===== config.mk =====
export PLATFORM = sky130hd
export DESIGN_NAME = rr_encoder16_1_flat
export DESIGN_NICKNAME = d
export VERILOG_FILES = /design/src/rtl/rr_encoder16_1_if.sv /design/src/rtl/rr_encoder16_1.sv /design/src/flat_wrapper.sv
export SDC_FILE = /design/constraint.sdc
export NUM_CORES = 1
export LEC_CHECK = 0
export ABC_CLOCK_PERIOD_IN_PS = 6940
export CORE_MARGIN = 4
export CORE_UTILIZATION = 50
export DETAILED_ROUTE_END_ITERATION = 10
export PLACE_DENSITY = 0.72
export SYNTH_ARGS = -nofsm -noshare
export SYNTH_HDL_FRONTEND = slang
export SYNTH_SLANG_ARGS = --single-unit

===== constraint.sdc =====
create_clock -name clk -period 6.94 [get_ports clk]
set_clock_uncertainty 0.1 [all_clocks]
set_input_delay 1.041 -clock clk [delete_from_list [all_inputs] [get_ports clk]]
set_output_delay 1.041 -clock clk [all_outputs]
set_load 0.02 [all_outputs]

===== src/rtl/rr_encoder16_1_if.sv =====
// Request/emission bundle for rr_encoder16_1: request lines in, index stream out.
// The slave modport is the encoder side; master is the event source plus consumer.
interface rr_encoder16_1_if #(
    parameter int N     = 16,
    parameter int SEL_W = 4
);
    logic [N-1:0]     in;
    logic [SEL_W-1:0] out_sel;
    logic             out_valid;
    logic             out_ready;
    logic [N-1:0]     pend;

    modport master (
        output in,
        output out_ready,
        input  out_sel,
        input  out_valid,
        input  pend
    );

    modport slave (
        input  in,
        input  out_ready,
        output out_sel,
        output out_valid,
        output pend
    );
endinterface


===== src/rtl/rr_encoder16_1.sv =====
// Collects N request lines into pending bits and emits each once as an index on a
// valid/ready stream. Define RR_ENC_FIXED_PRIO_EN for lowest-index-first instead of round-robin.
module rr_encoder16_1 #(
    parameter int N     = 16,
    parameter int SEL_W = 4
) (
    input logic            clk,
    input logic            rst_n,
    rr_encoder16_1_if.slave bus
);

    typedef enum logic {
        IDLE,
        BUSY
    } state_t;

    state_t           state;
    state_t           next_state;
    logic [SEL_W-1:0] ptr;
    logic [SEL_W-1:0] next_ptr;
    logic [SEL_W-1:0] sel_reg;
    logic [SEL_W-1:0] next_sel;
    logic [SEL_W-1:0] scan_idx;
    logic [SEL_W-1:0] found_idx;
    logic             found;
    logic             handshake;
    logic [N-1:0]     pend_reg;
    logic [N-1:0]     next_pend;
    logic [N-1:0]     clear_mask;

    always_comb begin
        next_state = state;
        next_ptr   = ptr;
        next_sel   = sel_reg;
        clear_mask = '0;
        found      = 1'b0;
        found_idx  = '0;
        scan_idx   = '0;
        handshake  = (state == BUSY) && bus.out_ready;

        // Scan from ptr upward; the SEL_W-bit add wraps N-1 back to 0 since N == 2**SEL_W.
        for (int k = 0; k < N; k++) begin
            scan_idx = ptr + SEL_W'(k);
            if (!found && pend_reg[scan_idx]) begin
                found     = 1'b1;
                found_idx = scan_idx;
            end
        end

        case (state)
            IDLE: begin
                if (found) begin
                    next_sel   = found_idx;
                    next_state = BUSY;
                end
            end
            BUSY: begin
                if (handshake) begin
                    clear_mask[sel_reg] = 1'b1;
                    next_ptr            = sel_reg + SEL_W'(1);
                    next_state          = IDLE;
                end
            end
            default: next_state = IDLE;
        endcase

`ifdef RR_ENC_FIXED_PRIO_EN
        next_ptr = '0;
`else
`endif

        // New requests are OR-ed in after the clear so a same-edge re-request survives.
        next_pend = (pend_reg & ~clear_mask) | bus.in;
    end

    always_ff @(posedge clk or negedge rst_n) begin
        if (!rst_n) begin
            state    <= IDLE;
            ptr      <= '0;
            sel_reg  <= '0;
            pend_reg <= '0;
        end else begin
            state    <= next_state;
            ptr      <= next_ptr;
            sel_reg  <= next_sel;
            pend_reg <= next_pend;
        end
    end

    assign bus.out_sel   = sel_reg;
    assign bus.out_valid = (state == BUSY);
    assign bus.pend      = pend_reg;

endmodule

===== src/flat_wrapper.sv =====
// flat-port wrapper written by rule: the top's interface ports become plain ports
module rr_encoder16_1_flat 
#(
    parameter int N     = 16,
    parameter int SEL_W = 4
)
  (clk, rst_n, bus_in, bus_out_ready, bus_out_sel, bus_out_valid, bus_pend);
  rr_encoder16_1_if #(.N(N), .SEL_W(SEL_W)) bus_i ();
  input logic clk;
  input logic rst_n;
  input wire logic [$bits(bus_i.in)-1:0] bus_in;
  input wire logic [$bits(bus_i.out_ready)-1:0] bus_out_ready;
  output wire logic [$bits(bus_i.out_sel)-1:0] bus_out_sel;
  output wire logic [$bits(bus_i.out_valid)-1:0] bus_out_valid;
  output wire logic [$bits(bus_i.pend)-1:0] bus_pend;
  assign bus_i.in = bus_in;
  assign bus_i.out_ready = bus_out_ready;
  assign bus_out_sel = bus_i.out_sel;
  assign bus_out_valid = bus_i.out_valid;
  assign bus_pend = bus_i.pend;
  rr_encoder16_1 #(.N(N), .SEL_W(SEL_W)) u_core (.clk(clk), .rst_n(rst_n), .bus(bus_i));
endmodule

==> metrics.log, run 1 <==
[metrics] area of the placeable core: 0.00694 mm2
[metrics] die extent in x: 93.5 um
[metrics] switching power of the nets: 885 uW
[metrics] Layout Area Growth over Synthesis: 12.3%
[metrics] Largest register FFs: 16
[metrics] root cell of the clock tree: sky130_fd_sc_hd__clkbuf_8
[metrics] I/O pin count: 40
[metrics] Resized cells post-CTS: 0
[metrics] final hold violation count: 0
[metrics] P per Cell Area: 395 mW/mm2
[metrics] register share of total power: 14.5%
[metrics] DR WL/cell: 22.1 um
[metrics] summed instance area of the synthesized netlist: 0.00365 mm2
[metrics] CP startpoint kind: register
[metrics] leakage power total: 1.48 nW
[metrics] share of flip-flops with an asynchronous set or reset: 100%
[metrics] switching share of total power: 54.6%
[metrics] Commonest cells post-synth: sky130_fd_sc_hd__nand2_1 (52), sky130_fd_sc_hd__mux2i_1 (36), sky130_fd_sc_hd__mux4_2 (28), sky130_fd_sc_hd__dfrtp_1 (25), sky130_fd_sc_hd__nor2_1 (24)
[metrics] depth of the CTS H-tree: 1
[metrics] total vias in the final route: 3499
[metrics] post-route non-filler standard cell count: 513
[metrics] class of the tightest hold or removal check: register to register
[metrics] share of the synthesized area in the top cell type: 17.3%
[metrics] Internal: 735 uW
[metrics] number of cells on the worst reg-to-reg path: 12
[metrics] die area: 0.00874 mm2
[metrics] Primary FF master, synth: sky130_fd_sc_hd__dfrtp_1
[metrics] number of distinct library cells after synthesis: 71
[metrics] global-route wire length before repair: 18300 um
[metrics] post-synthesis cell type with the largest combined area: sky130_fd_sc_hd__mux4_2
[metrics] postcts setup bufs: 0
[metrics] clk slew on worst S/H paths: 90 ps
[metrics] net count reported at finish: 448
[metrics] number of buffers on the longest clock path: 2
[metrics] antenna violations before repair: 0
[metrics] max-capacitance violation count: 0
[metrics] average cell area after synthesis: 9.37 um2
[metrics] crit path kind: register to register
[metrics] number of buffers inserted by port buffering: 39
[metrics] count of flip-flops with a built-in enable after synthesis: 0
[metrics] grt total ovfl: 0
[metrics] critical-path maximum fanout: 45
[metrics] register bit count reported by yosys: 25
[metrics] Arr. time, crit path: 4590 ps
[metrics] status: complete, no violations
[metrics] via-per-instance ratio: 6.82
[metrics] ratio of final minimum period to clock period: 65.3%
[metrics] cts bufs inserted: 3
[metrics] total DRC errors in the routed layout: 0
[metrics] shortest clock period the worst path allows after layout: 4530 ps
[metrics] final non-filler cell area: 0.00410 mm2
[metrics] Iter 0 DRT Violations: 632
[metrics] fraction of final layout cells with drive strength greater than 1: 15.1%
[metrics] starting density of the core: 52.6%
[metrics] Hold Path Depth: 2
[metrics] WP data required: 7000 ps
[metrics] final weighted congestion of routability-driven global placement: 1.03
[metrics] TritonCTS clock tree: built
[metrics] Diodes inserted: 0
[metrics] vertical die dimension: 93.5 um
[metrics] peak clock frequency supported by timing: 0.221 GHz
[metrics] most frequently used cell type in the post-synthesis netlist: sky130_fd_sc_hd__nand2_1
[metrics] hold buffers post-CTS: 0
[metrics] count of antenna-violating nets left after detailed routing: 0
[metrics] top cells by area in the synthesized netlist: sky130_fd_sc_hd__mux4_2 (17%), sky130_fd_sc_hd__dfrtp_1 (17%), sky130_fd_sc_hd__mux2i_1 (9.9%)
[metrics] number of global-route vias before repair: 3334
[metrics] final number of max-transition violations: 0
[metrics] sequential area share after synthesis: 17.1%
[metrics] iteration count of the initial detailed-routing pass: 5
[metrics] Synth warnings: 0
[metrics] Clk network pwr share: 5.5%
[metrics] Max-slew headroom: 38.0%
[metrics] number of cells produced by synthesis: 390
[metrics] number of sinks on the clock net: 25
[metrics] largest net degree at the start of global routing: 46
[metrics] actual transition at the worst max-transition pin: 926 ps
[metrics] Worst IR Drop VDD: 0.000209 V
[metrics] Placed Cells incl. Taps: 509
[metrics] WL final: 11300 um
[metrics] Critical Path End Type: register
[metrics] combinational share of power: 80.0%
[metrics] Site Rows: 30
[metrics] RSZ-0062 raised after global routing: false
[metrics] source-to-sink clock delay at the later pin of the worst-skew pair: 270 ps
[metrics] total of endpoints with negative setup slack in the final report: 0
[metrics] syn nets: 420
[metrics] detailed-placement wirelength estimate: 8530 um
[metrics] Area after DPL: 0.00405 mm2
[metrics] total negative slack for setup checks: 0 ps
[metrics] Final Power: 1.62 mW
[metrics] total global routing track utilization: 26.9%
==> through the flow <==
step                      hold slack (ps)  worst slack (ps)  util (%)
after CTS                             546              2460      59.1
final                                 544              2410      59.1
after floorplan                       558              2990         -
after global routing                  583              2260      59.1
after global placement                507              2570      58.4
after detailed placement              512              2490      58.4
==> final timing paths <==
| path | slack, ps | startpoint | end |
|---|---|---|---|
| worst max-delay path | 2410 | u_core.ptr[0] | u_core.bus.out_sel[3] |
| worst min-delay path | 540 | u_core.bus.out_sel[1] | u_core.bus.out_sel[1] |
| worst max register to register | 2410 | u_core.ptr[0] | u_core.bus.out_sel[3] |
| worst min register to register | 540 | u_core.bus.out_sel[1] | u_core.bus.out_sel[1] |
| max in group asynchronous | 5460 | rst_n | u_core.ptr[0] |
| min in group asynchronous | 1020 | rst_n | u_core.bus.out_valid |
==> area by class of cell <==
class | instances | area [um2]
clock buffers | 3 | 41.3
clock inverters | 1 | 7.51
fillers | 628 | 2840
inverters | 9 | 33.8
multi-input cells | 334 | 2840
flip-flops and latches | 25 | 627
well taps | 96 | 120
repair buffers | 45 | 435
==> power groups by stage <==
stage               clock network [mW]  registers, mW  logic (mW)
floorplan                            0          0.243       0.989
global placement                     0          0.235        1.25
detailed placement                   0          0.236        1.26
CTS                             0.0905          0.233        1.27
global route                    0.0979          0.241        1.39
finish                          0.0895          0.235        1.30
==> cells in the final DEF (no fill, tap or decap), types with 5 or more instances in the layout <==
cell type,instances
sky130_fd_sc_hd__o21ai_0,18
sky130_fd_sc_hd__inv_1,9
sky130_fd_sc_hd__dfrtp_1,24
sky130_fd_sc_hd__nor3_1,5
sky130_fd_sc_hd__buf_4,6
sky130_fd_sc_hd__nor2_1,24
sky130_fd_sc_hd__mux2_2,11
sky130_fd_sc_hd__nand2_1,52
sky130_fd_sc_hd__mux2i_1,36
sky130_fd_sc_hd__a31oi_1,5
sky130_fd_sc_hd__mux2_1,7
sky130_fd_sc_hd__nor2b_1,6
sky130_fd_sc_hd__a21o_1,16
sky130_fd_sc_hd__clkdlybuf4s50_1,39
sky130_fd_sc_hd__nand4_1,5
sky130_fd_sc_hd__ha_1,11
sky130_fd_sc_hd__nand3_1,9
sky130_fd_sc_hd__a21oi_1,13
sky130_fd_sc_hd__mux4_2,28
sky130_fd_sc_hd__xor2_1,5
sky130_fd_sc_hd__xnor2_1,10
==> worst max-delay path, cell delays in order (launching register included) <==
cell,delay [ps]
sky130_fd_sc_hd__dfrtp_2,350
sky130_fd_sc_hd__buf_4,520
sky130_fd_sc_hd__inv_1,100
sky130_fd_sc_hd__ha_1,660
sky130_fd_sc_hd__buf_4,340
sky130_fd_sc_hd__mux2_2,370
sky130_fd_sc_hd__mux4_2,540
sky130_fd_sc_hd__and4_4,260
sky130_fd_sc_hd__and3_1,210
sky130_fd_sc_hd__and2_4,180
sky130_fd_sc_hd__o31a_1,310
sky130_fd_sc_hd__o211a_1,210
sky130_fd_sc_hd__a221o_1,260
==> logic make-up (layout without fill, tap and decap cells) <==
| kind of cell | Yosys count | after routing | synth area share [%] |
|---|---|---|---|
| compound gates | 95 | 95 | 18.3 |
| flops | 25 | 25 | 17.1 |
| fa+ha+maj | 11 | 11 | 3.77 |
| xor+xnor | 16 | 16 | 4.04 |
| simple gates | 127 | 127 | 17.3 |
| mux | 85 | 85 | 34.2 |
| buf+inv | 31 | 58 | 5.24 |
==> per-layer routing <==
metal  share of wire (%)  vias up  GRT usage, %
li1                    -     1548             -
met1                  42     1702          38.8
met2                  47      225          42.0
met3                 8.3       24          2.01
met4                 2.9        0          9.89
met5                   0        -             0
Power figures use the tool's default switching activity.
==> run 2, diff against run 1 <==
ABC_CLOCK_PERIOD_IN_PS = 4580   (was 6940)
clock period = 4.58 ns   (was 6.94 ns; I/O delays follow)
==> metrics.log, run 2 (synthesis results as in run 1) <==
[metrics] area of the placeable core: 0.00694 mm2 (unchanged)
[metrics] WL final: 11100 um (was 11300 um)
[metrics] TritonCTS clock tree: built (unchanged)
[metrics] Area after DPL: 0.00410 mm2 (was 0.00405 mm2)
[metrics] Critical Path Source: u_core.ptr[2] (was u_core.ptr[0])
[metrics] number of cells on the critical path: 11 (was 12)
[metrics] Hold Path Depth: 1 (was 2)
[metrics] Site Rows: 30 (unchanged)
[metrics] postcts setup bufs: 0 (unchanged)
[metrics] final weighted congestion of routability-driven global placement: 0.928 (was 1.03)
[metrics] leakage power total: 1.50 nW (was 1.48 nW)
[metrics] DR WL/cell: 21.5 um (was 22.1 um)
[metrics] Arr. time, crit path: 3960 ps (was 4590 ps)
[metrics] series of cell instances along the critical path: inv_1 > buf_4 > ha_1 > mux4_2 > mux2i_1 > nor4b_2 > and3_1 > and2_4 > o31a_1 > o211a_1 > a221o_1 (was buf_4 > inv_1 > ha_1 > buf_4 > mux2_2 > mux4_2 > and4_4 > and3_1 > and2_4 > o31a_1 > o211a_1 > a221o_1)
[metrics] peak clock frequency supported by timing: 0.256 GHz (was 0.221 GHz)
[metrics] post-route non-filler standard cell count: 517 (was 513)
[metrics] hold buffers post-CTS: 0 (unchanged)
[metrics] end point of the most critical hold path: u_core.bus.pend[9] (was u_core.bus.out_sel[1])
[metrics] RSZ-0062 raised after global routing: false (unchanged)
[metrics] end of the worst register-to-register path: u_core.bus.out_sel[3] (unchanged)
[metrics] total of endpoints with negative setup slack in the final report: 0 (unchanged)
[metrics] Worst IR Drop VDD: 0.000293 V (was 0.000209 V)
[metrics] largest net degree at the start of global routing: 45 (was 46)
[metrics] final non-filler cell area: 0.00414 mm2 (was 0.00410 mm2)
[metrics] critical-path maximum fanout: 13 (was 45)
[metrics] Layout Area Growth over Synthesis: 13.3% (was 12.3%)
[metrics] Global Route met1 Usage: 35.6% (was 38.8%)
[metrics] number of buffers on the longest clock path: 2 (unchanged)
[metrics] number of cells on the worst reg-to-reg path: 11 (was 12)
[metrics] fill cell instance count of the final layout: 599 (was 628)
[metrics] actual transition at the worst max-transition pin: 909 ps (was 926 ps)
[metrics] max-capacitance violation count: 0 (unchanged)
[metrics] count of antenna-violating nets left after detailed routing: 0 (unchanged)
[metrics] Resized cells post-CTS: 0 (unchanged)
[metrics] ratio of final minimum period to clock period: 85.3% (was 65.3%)
[metrics] source-to-sink clock delay at the later pin of the worst-skew pair: 260 ps (was 270 ps)
[metrics] root cell of the clock tree: sky130_fd_sc_hd__clkbuf_8 (unchanged)
[metrics] CP delay by family, top: multiplexers (was buffers and inverters)
[metrics] vertical die dimension: 93.5 um (unchanged)
[metrics] starting density of the core: 52.6% (unchanged)
[metrics] GRT busiest layer: met2 (unchanged)
[metrics] commonest non-fill, non-tap cell in the layout: sky130_fd_sc_hd__nand2_1 (unchanged)
[metrics] grt total ovfl: 0 (unchanged)
[metrics] P per Cell Area: 595 mW/mm2 (was 395 mW/mm2)
[metrics] status: complete, no violations (unchanged)
[metrics] Worst R2R Start: u_core.ptr[2] (was u_core.ptr[0])
[metrics] Critical Path End Type: register (unchanged)
[metrics] total vias in the final route: 3450 (was 3499)
[metrics] net count reported at finish: 452 (was 448)
[metrics] die area: 0.00874 mm2 (unchanged)
[metrics] iteration count of the initial detailed-routing pass: 5 (unchanged)
[metrics] Final Power: 2.47 mW (was 1.62 mW)
[metrics] global-route met2 utilization: 43.8% (was 42.0%)
[metrics] total negative slack for setup checks: 0 ps (unchanged)
[metrics] crit path kind: register to register (unchanged)
[metrics] area of combinational cells with multiple inputs: 0.00284 mm2 (unchanged)
[metrics] shortest clock period the worst path allows after layout: 3910 ps (was 4530 ps)
[metrics] global-route wire length before repair: 18000 um (was 18300 um)
[metrics] number of global-route vias before repair: 3364 (was 3334)
[metrics] fraction of final layout cells with drive strength greater than 1: 15.7% (was 15.1%)
[metrics] Placed Cells incl. Taps: 513 (was 509)
[metrics] detailed-placement wirelength estimate: 8590 um (was 8530 um)
[metrics] clk slew on worst S/H paths: 90 ps (about the same)
[metrics] total DRC errors in the routed layout: 0 (unchanged)
[metrics] Diodes inserted: 0 (unchanged)
[metrics] antenna violations before repair: 0 (unchanged)
[metrics] via-per-instance ratio: 6.67 (was 6.82)
[metrics] die extent in x: 93.5 um (unchanged)
[metrics] Worst Hold Launch: u_core.bus.pend[9] (was u_core.bus.out_sel[1])
[metrics] class of the tightest hold or removal check: register to register (unchanged)
[metrics] number of sinks on the clock net: 25 (unchanged)
[metrics] cts bufs inserted: 3 (unchanged)
[metrics] library cell contributing the largest single delay on the critical path: sky130_fd_sc_hd__ha_1 (unchanged)
[metrics] register-to-register setup slack: 670 ps (was 2410 ps)
[metrics] CP startpoint kind: register (unchanged)
[metrics] Max-slew headroom: 39.1% (was 38.0%)
[metrics] total global routing track utilization: 26.3% (was 26.9%)
[metrics] number of buffers inserted by port buffering: 39 (unchanged)
[metrics] depth of the CTS H-tree: 1 (unchanged)
[metrics] final hold violation count: 0 (unchanged)
[metrics] max incr delay on CP: 660 ps (about the same)
[metrics] smallest hold slack: 536 ps (was 544 ps)
[metrics] I/O pin count: 40 (unchanged)
[metrics] WP data required: 4630 ps (was 7000 ps)
[metrics] most frequent cells in the layout: sky130_fd_sc_hd__nand2_1 (52), sky130_fd_sc_hd__clkdlybuf4s50_1 (39), sky130_fd_sc_hd__mux2i_1 (36) (unchanged)
[metrics] number of buffer and inverter instances along the worst setup path: 2 (was 3)
[metrics] combined flip-flop and latch cell area: 627 um2 (unchanged)
[metrics] Largest register FFs: 16 (unchanged)
[metrics] Iter 0 DRT Violations: 268 (was 632)
[metrics] met3 demand-to-capacity share in global routing: 3.06% (was 2.01%)
[metrics] final number of max-transition violations: 0 (unchanged)
-- run 2: layer usage --
| layer | part of all wire [%] | wire length (um) |
|---|---|---|
| met1 | 41 | 4580 |
| met2 | 49 | 5410 |
| met3 | 7.5 | 833 |
| met4 | 2.6 | 289 |
| met5 | 0 | 0 |
-- run 2: per-stage QoR --
step	setup slack (ps)	util [%]
global placement	751	59.0
finish	674	59.6
detailed placement	748	59.0
global route	515	59.6
CTS	709	59.6
floorplan	633	-
-- run 2: area by class of cell --
| type | count | share of cell area (%) |
|---|---|---|
| repair buffers | 49 | 11.5 |
| flip-flops and latches | 25 | 15.1 |
| multi-input cells | 334 | 68.5 |
| well taps | 96 | 2.90 |
| inverters | 9 | 0.816 |
| clock buffers | 4 | 1.09 |
-- run 2: how the worst max path moves through the flow --
| stage | slack [ps] | to |
|---|---|---|
| finish | 670 | u_core.bus.out_sel[3] |
| global route | 520 | u_core.bus.out_sel[3] |
| CTS | 710 | u_core.bus.out_sel[3] |
| detailed placement | 750 | u_core.bus.out_sel[3] |
| global placement | 750 | u_core.bus.out_sel[3] |
| floorplan | 630 | u_core.bus.out_sel[3] |
-- run 2: power breakdown --
| part | switching (mW) | internal, mW |
|---|---|---|
| Combinational | 1.14 | 0.819 |
| Sequential | 0.109 | 0.270 |
| Clock | 0.0667 | 0.0621 |
| Total | 1.31 | 1.15 |
==> run 3, diff against run 2 <==
ABC_AREA = 1   (was unset)
PLACE_DENSITY = 0.74   (was 0.72)
==> metrics.log, run 3 <==
[metrics] status: complete, no violations (unchanged)
[metrics] antenna violations before repair: 0 (unchanged)
[metrics] Layout Area Growth over Synthesis: 18.2% (was 13.3%)
[metrics] grt total ovfl: 0 (unchanged)
[metrics] most frequently used cell type in the post-synthesis netlist: sky130_fd_sc_hd__nand2_1 (unchanged)
[metrics] Largest register FFs: 16 (unchanged)
[metrics] Diodes inserted: 0 (unchanged)
[metrics] cts bufs inserted: 3 (unchanged)
[metrics] Primary FF master, synth: sky130_fd_sc_hd__dfrtp_1 (unchanged)
[metrics] number of cells on the worst reg-to-reg path: 16 (was 11)
[metrics] shortest clock period the worst path allows after layout: 3470 ps (was 3910 ps)
[metrics] Critical Path End Type: register (unchanged)
[metrics] register-to-register setup slack: 1110 ps (was 670 ps)
[metrics] crit path kind: register to register (unchanged)
[metrics] Worst R2R Start: u_core.ptr[1] (was u_core.ptr[2])
[metrics] postcts setup bufs: 0 (unchanged)
[metrics] summed instance area of the synthesized netlist: 0.00287 mm2 (was 0.00365 mm2)
[metrics] Worst Hold Launch: u_core.bus.pend[13] (was u_core.bus.pend[9])
[metrics] CP startpoint kind: register (unchanged)
[metrics] Max-slew headroom: 26.9% (was 39.1%)
[metrics] largest net degree at the start of global routing: 26 (was 45)
[metrics] WL final: 9110 um (was 11100 um)
[metrics] number of cells produced by synthesis: 479 (was 390)
[metrics] Synth warnings: 0 (unchanged)
[metrics] peak clock frequency supported by timing: 0.288 GHz (was 0.256 GHz)
[metrics] total negative slack for setup checks: 0 ps (unchanged)
[metrics] count of flip-flops with a built-in enable after synthesis: 0 (unchanged)
[metrics] combined flip-flop and latch cell area: 626 um2 (was 627 um2)
[metrics] share of flip-flops with an asynchronous set or reset: 100% (unchanged)
[metrics] hold buffers post-CTS: 0 (unchanged)
[metrics] DR WL/cell: 15.4 um (was 21.5 um)
[metrics] RSZ-0062 raised after global routing: false (unchanged)
[metrics] post-synthesis compound-gate area fraction: 6.36% (was 18.3%)
[metrics] net count reported at finish: 551 (was 452)
[metrics] count of antenna-violating nets left after detailed routing: 0 (unchanged)
[metrics] register bit count reported by yosys: 25 (unchanged)
[metrics] area of the placeable core: 0.00554 mm2 (was 0.00694 mm2)
[metrics] number of distinct library cells after synthesis: 30 (was 71)
[metrics] average cell area after synthesis: 6.00 um2 (was 9.37 um2)
[metrics] critical-path maximum fanout: 12 (was 13)
[metrics] Iter 0 DRT Violations: 217 (was 268)
[metrics] post-synthesis cell type with the largest combined area: sky130_fd_sc_hd__dfrtp_1 (was sky130_fd_sc_hd__mux4_2)
[metrics] largest family of logic cells by synthesized area: simple AND/OR/NAND/NOR gates (was multiplexers)
[metrics] TritonCTS clock tree: built (unchanged)
[metrics] most frequent cells in the layout: sky130_fd_sc_hd__nand2_1 (156), sky130_fd_sc_hd__nand3_1 (97), sky130_fd_sc_hd__inv_1 (59) (was sky130_fd_sc_hd__nand2_1 (52), sky130_fd_sc_hd__clkdlybuf4s50_1 (39), sky130_fd_sc_hd__mux2i_1 (36))
[metrics] final number of max-transition violations: 0 (unchanged)
[metrics] post-route non-filler standard cell count: 592 (was 517)
[metrics] fraction of final layout cells with drive strength greater than 1: 5.77% (was 15.7%)
[metrics] number of buffers on the longest clock path: 2 (unchanged)
[metrics] fraction of the mapped netlist area in adder cells: 4.79% (was 3.77%)
[metrics] actual transition at the worst max-transition pin: 1090 ps (was 909 ps)
[metrics] depth of the CTS H-tree: 1 (unchanged)
[metrics] Hold Path Depth: 2 (was 1)
[metrics] syn nets: 509 (was 420)
[metrics] xor and xnor area share after synthesis: 3.57% (was 4.04%)
[metrics] via-per-instance ratio: 5.44 (was 6.67)
[metrics] Commonest cells post-synth: sky130_fd_sc_hd__nand2_1 (156), sky130_fd_sc_hd__nand3_1 (97), sky130_fd_sc_hd__inv_1 (59), sky130_fd_sc_hd__nor2_1 (38), sky130_fd_sc_hd__o21ai_0 (27) (was sky130_fd_sc_hd__nand2_1 (52), sky130_fd_sc_hd__mux2i_1 (36), sky130_fd_sc_hd__mux4_2 (28), sky130_fd_sc_hd__dfrtp_1 (25), sky130_fd_sc_hd__nor2_1 (24))
[metrics] area of combinational cells with multiple inputs: 0.00196 mm2 (was 0.00284 mm2)
[metrics] WP data required: 4640 ps (was 4630 ps)
[metrics] clk slew on worst S/H paths: 80 ps (was 90 ps)
[metrics] total global routing track utilization: 26.0% (was 26.3%)
[metrics] Site Rows: 27 (was 30)
[metrics] number of global-route vias before repair: 3072 (was 3364)
[metrics] root cell of the clock tree: sky130_fd_sc_hd__clkbuf_8 (unchanged)
[metrics] number of sinks on the clock net: 25 (unchanged)
[metrics] commonest non-fill, non-tap cell in the layout: sky130_fd_sc_hd__nand2_1 (unchanged)
[metrics] die area: 0.00702 mm2 (was 0.00874 mm2)
[metrics] total vias in the final route: 3218 (was 3450)
[metrics] top cells by area in the synthesized netlist: sky130_fd_sc_hd__dfrtp_1 (22%), sky130_fd_sc_hd__nand2_1 (20%), sky130_fd_sc_hd__nand3_1 (17%) (was sky130_fd_sc_hd__mux4_2 (17%), sky130_fd_sc_hd__dfrtp_1 (17%), sky130_fd_sc_hd__mux2i_1 (9.9%))
[metrics] ratio of final minimum period to clock period: 75.8% (was 85.3%)
[metrics] total DRC errors in the routed layout: 0 (unchanged)
[metrics] basic-gate share of the synthesized area counting and, or, nand and nor cells: 53.4% (was 17.3%)
[metrics] die extent in x: 83.8 um (was 93.5 um)
[metrics] Arr. time, crit path: 3530 ps (was 3960 ps)
[metrics] global-route wire length before repair: 14900 um (was 18000 um)
[metrics] class of the tightest hold or removal check: register to register (unchanged)
[metrics] detailed-placement wirelength estimate: 7220 um (was 8590 um)
[metrics] final weighted congestion of routability-driven global placement: 0.985 (was 0.928)
[metrics] Placed Cells incl. Taps: 588 (was 513)
[metrics] end of the worst register-to-register path: u_core.bus.out_sel[0] (was u_core.bus.out_sel[3])
[metrics] starting density of the core: 51.9% (was 52.6%)
[metrics] share of the synthesized area in the top cell type: 21.8% (was 17.3%)
[metrics] I/O pin count: 40 (unchanged)
[metrics] number of buffers inserted by port buffering: 39 (unchanged)
[metrics] total of endpoints with negative setup slack in the final report: 0 (unchanged)
[metrics] source-to-sink clock delay at the later pin of the worst-skew pair: 260 ps (about the same)
[metrics] vertical die dimension: 83.8 um (was 93.5 um)
[metrics] max-capacitance violation count: 0 (unchanged)
[metrics] sequential area share after synthesis: 21.8% (was 17.1%)
[metrics] fill cell instance count of the final layout: 558 (was 599)
[metrics] iteration count of the initial detailed-routing pass: 6 (was 5)
[metrics] mux contribution to synthesized area: 0% (was 34.2%)
[metrics] Resized cells post-CTS: 0 (unchanged)
[metrics] final hold violation count: 0 (unchanged)
[metrics] end point of the most critical hold path: u_core.bus.pend[13] (was u_core.bus.pend[9])
[run 3: final cells by class]
type,instances,share of cell area (%)
multi-input cells,382,57.6
well taps,72,2.65
repair buffers,46,13.0
flip-flops and latches,25,18.4
clock buffers,4,1.33
inverters,63,6.96
[run 3: critical path, cell delays in order, from the launching register on]
cell and delay (ps):
sky130_fd_sc_hd__dfrtp_1 380, sky130_fd_sc_hd__inv_1 260, sky130_fd_sc_hd__ha_1 310, sky130_fd_sc_hd__inv_1 310, sky130_fd_sc_hd__nand3_1 160, sky130_fd_sc_hd__nand3_1 110, sky130_fd_sc_hd__nand2_1 80, sky130_fd_sc_hd__o21ai_0 480
sky130_fd_sc_hd__nand4_4 170, sky130_fd_sc_hd__nor2_4 200, sky130_fd_sc_hd__nand4_4 140, sky130_fd_sc_hd__nor2_8 180, sky130_fd_sc_hd__nand4_2 100, sky130_fd_sc_hd__nand2_2 160, sky130_fd_sc_hd__inv_1 50, sky130_fd_sc_hd__nand3_1 90
sky130_fd_sc_hd__nand2_1 70
[run 3: worst max path at each step]
stage                             start                    end  slack, ps  depth (start not counted)
after global placement    u_core.ptr[1]  u_core.bus.out_sel[0]       1180                         16
after floorplan           u_core.ptr[1]  u_core.bus.out_sel[0]       1460                         19
after CTS                 u_core.ptr[1]  u_core.bus.out_sel[0]       1130                         16
after detailed placement  u_core.ptr[1]  u_core.bus.out_sel[0]       1150                         16
final                     u_core.ptr[1]  u_core.bus.out_sel[0]       1110                         16
after global routing      u_core.ptr[1]  u_core.bus.out_sel[3]        790                         19
[run 3: metal layers]
metal | routed length (um) | up-vias | GRT usage (%)
met2 | 4330 | 132 | 43.8
met4 | 293 | 0 | 10.8
li1 | - | 1639 | -
met1 | 4020 | 1423 | 34.4
met5 | 0 | - | 0
met3 | 476 | 24 | 1.78
[run 3: cells by family after synthesis]
logic type	count (synthesis)
AO/OA/AOI/OAI	35
XOR/XNOR	10
adder cells (fa/ha/maj)	11
buffers and inverters	72
flip-flops	25
AND/OR/NAND/NOR	326
[run 3: stage by stage]
| step | utilization, % | hold slack, ps | cell area [um2] | setup WS (ps) |
|---|---|---|---|---|
| global route | 61.3 | 505 | 3400 | 787 |
| detailed placement | 60.5 | 459 | 3350 | 1150 |
| finish | 61.3 | 481 | 3400 | 1110 |
| floorplan | - | 291 | 2870 | 1460 |
| CTS | 61.3 | 477 | 3400 | 1130 |
| global placement | 60.5 | 456 | 3350 | 1180 |
Power of run 3 is left out: the tool's default activity adds up to more than one toggle a clock period on the data nets, which glitch-free logic cannot reach.
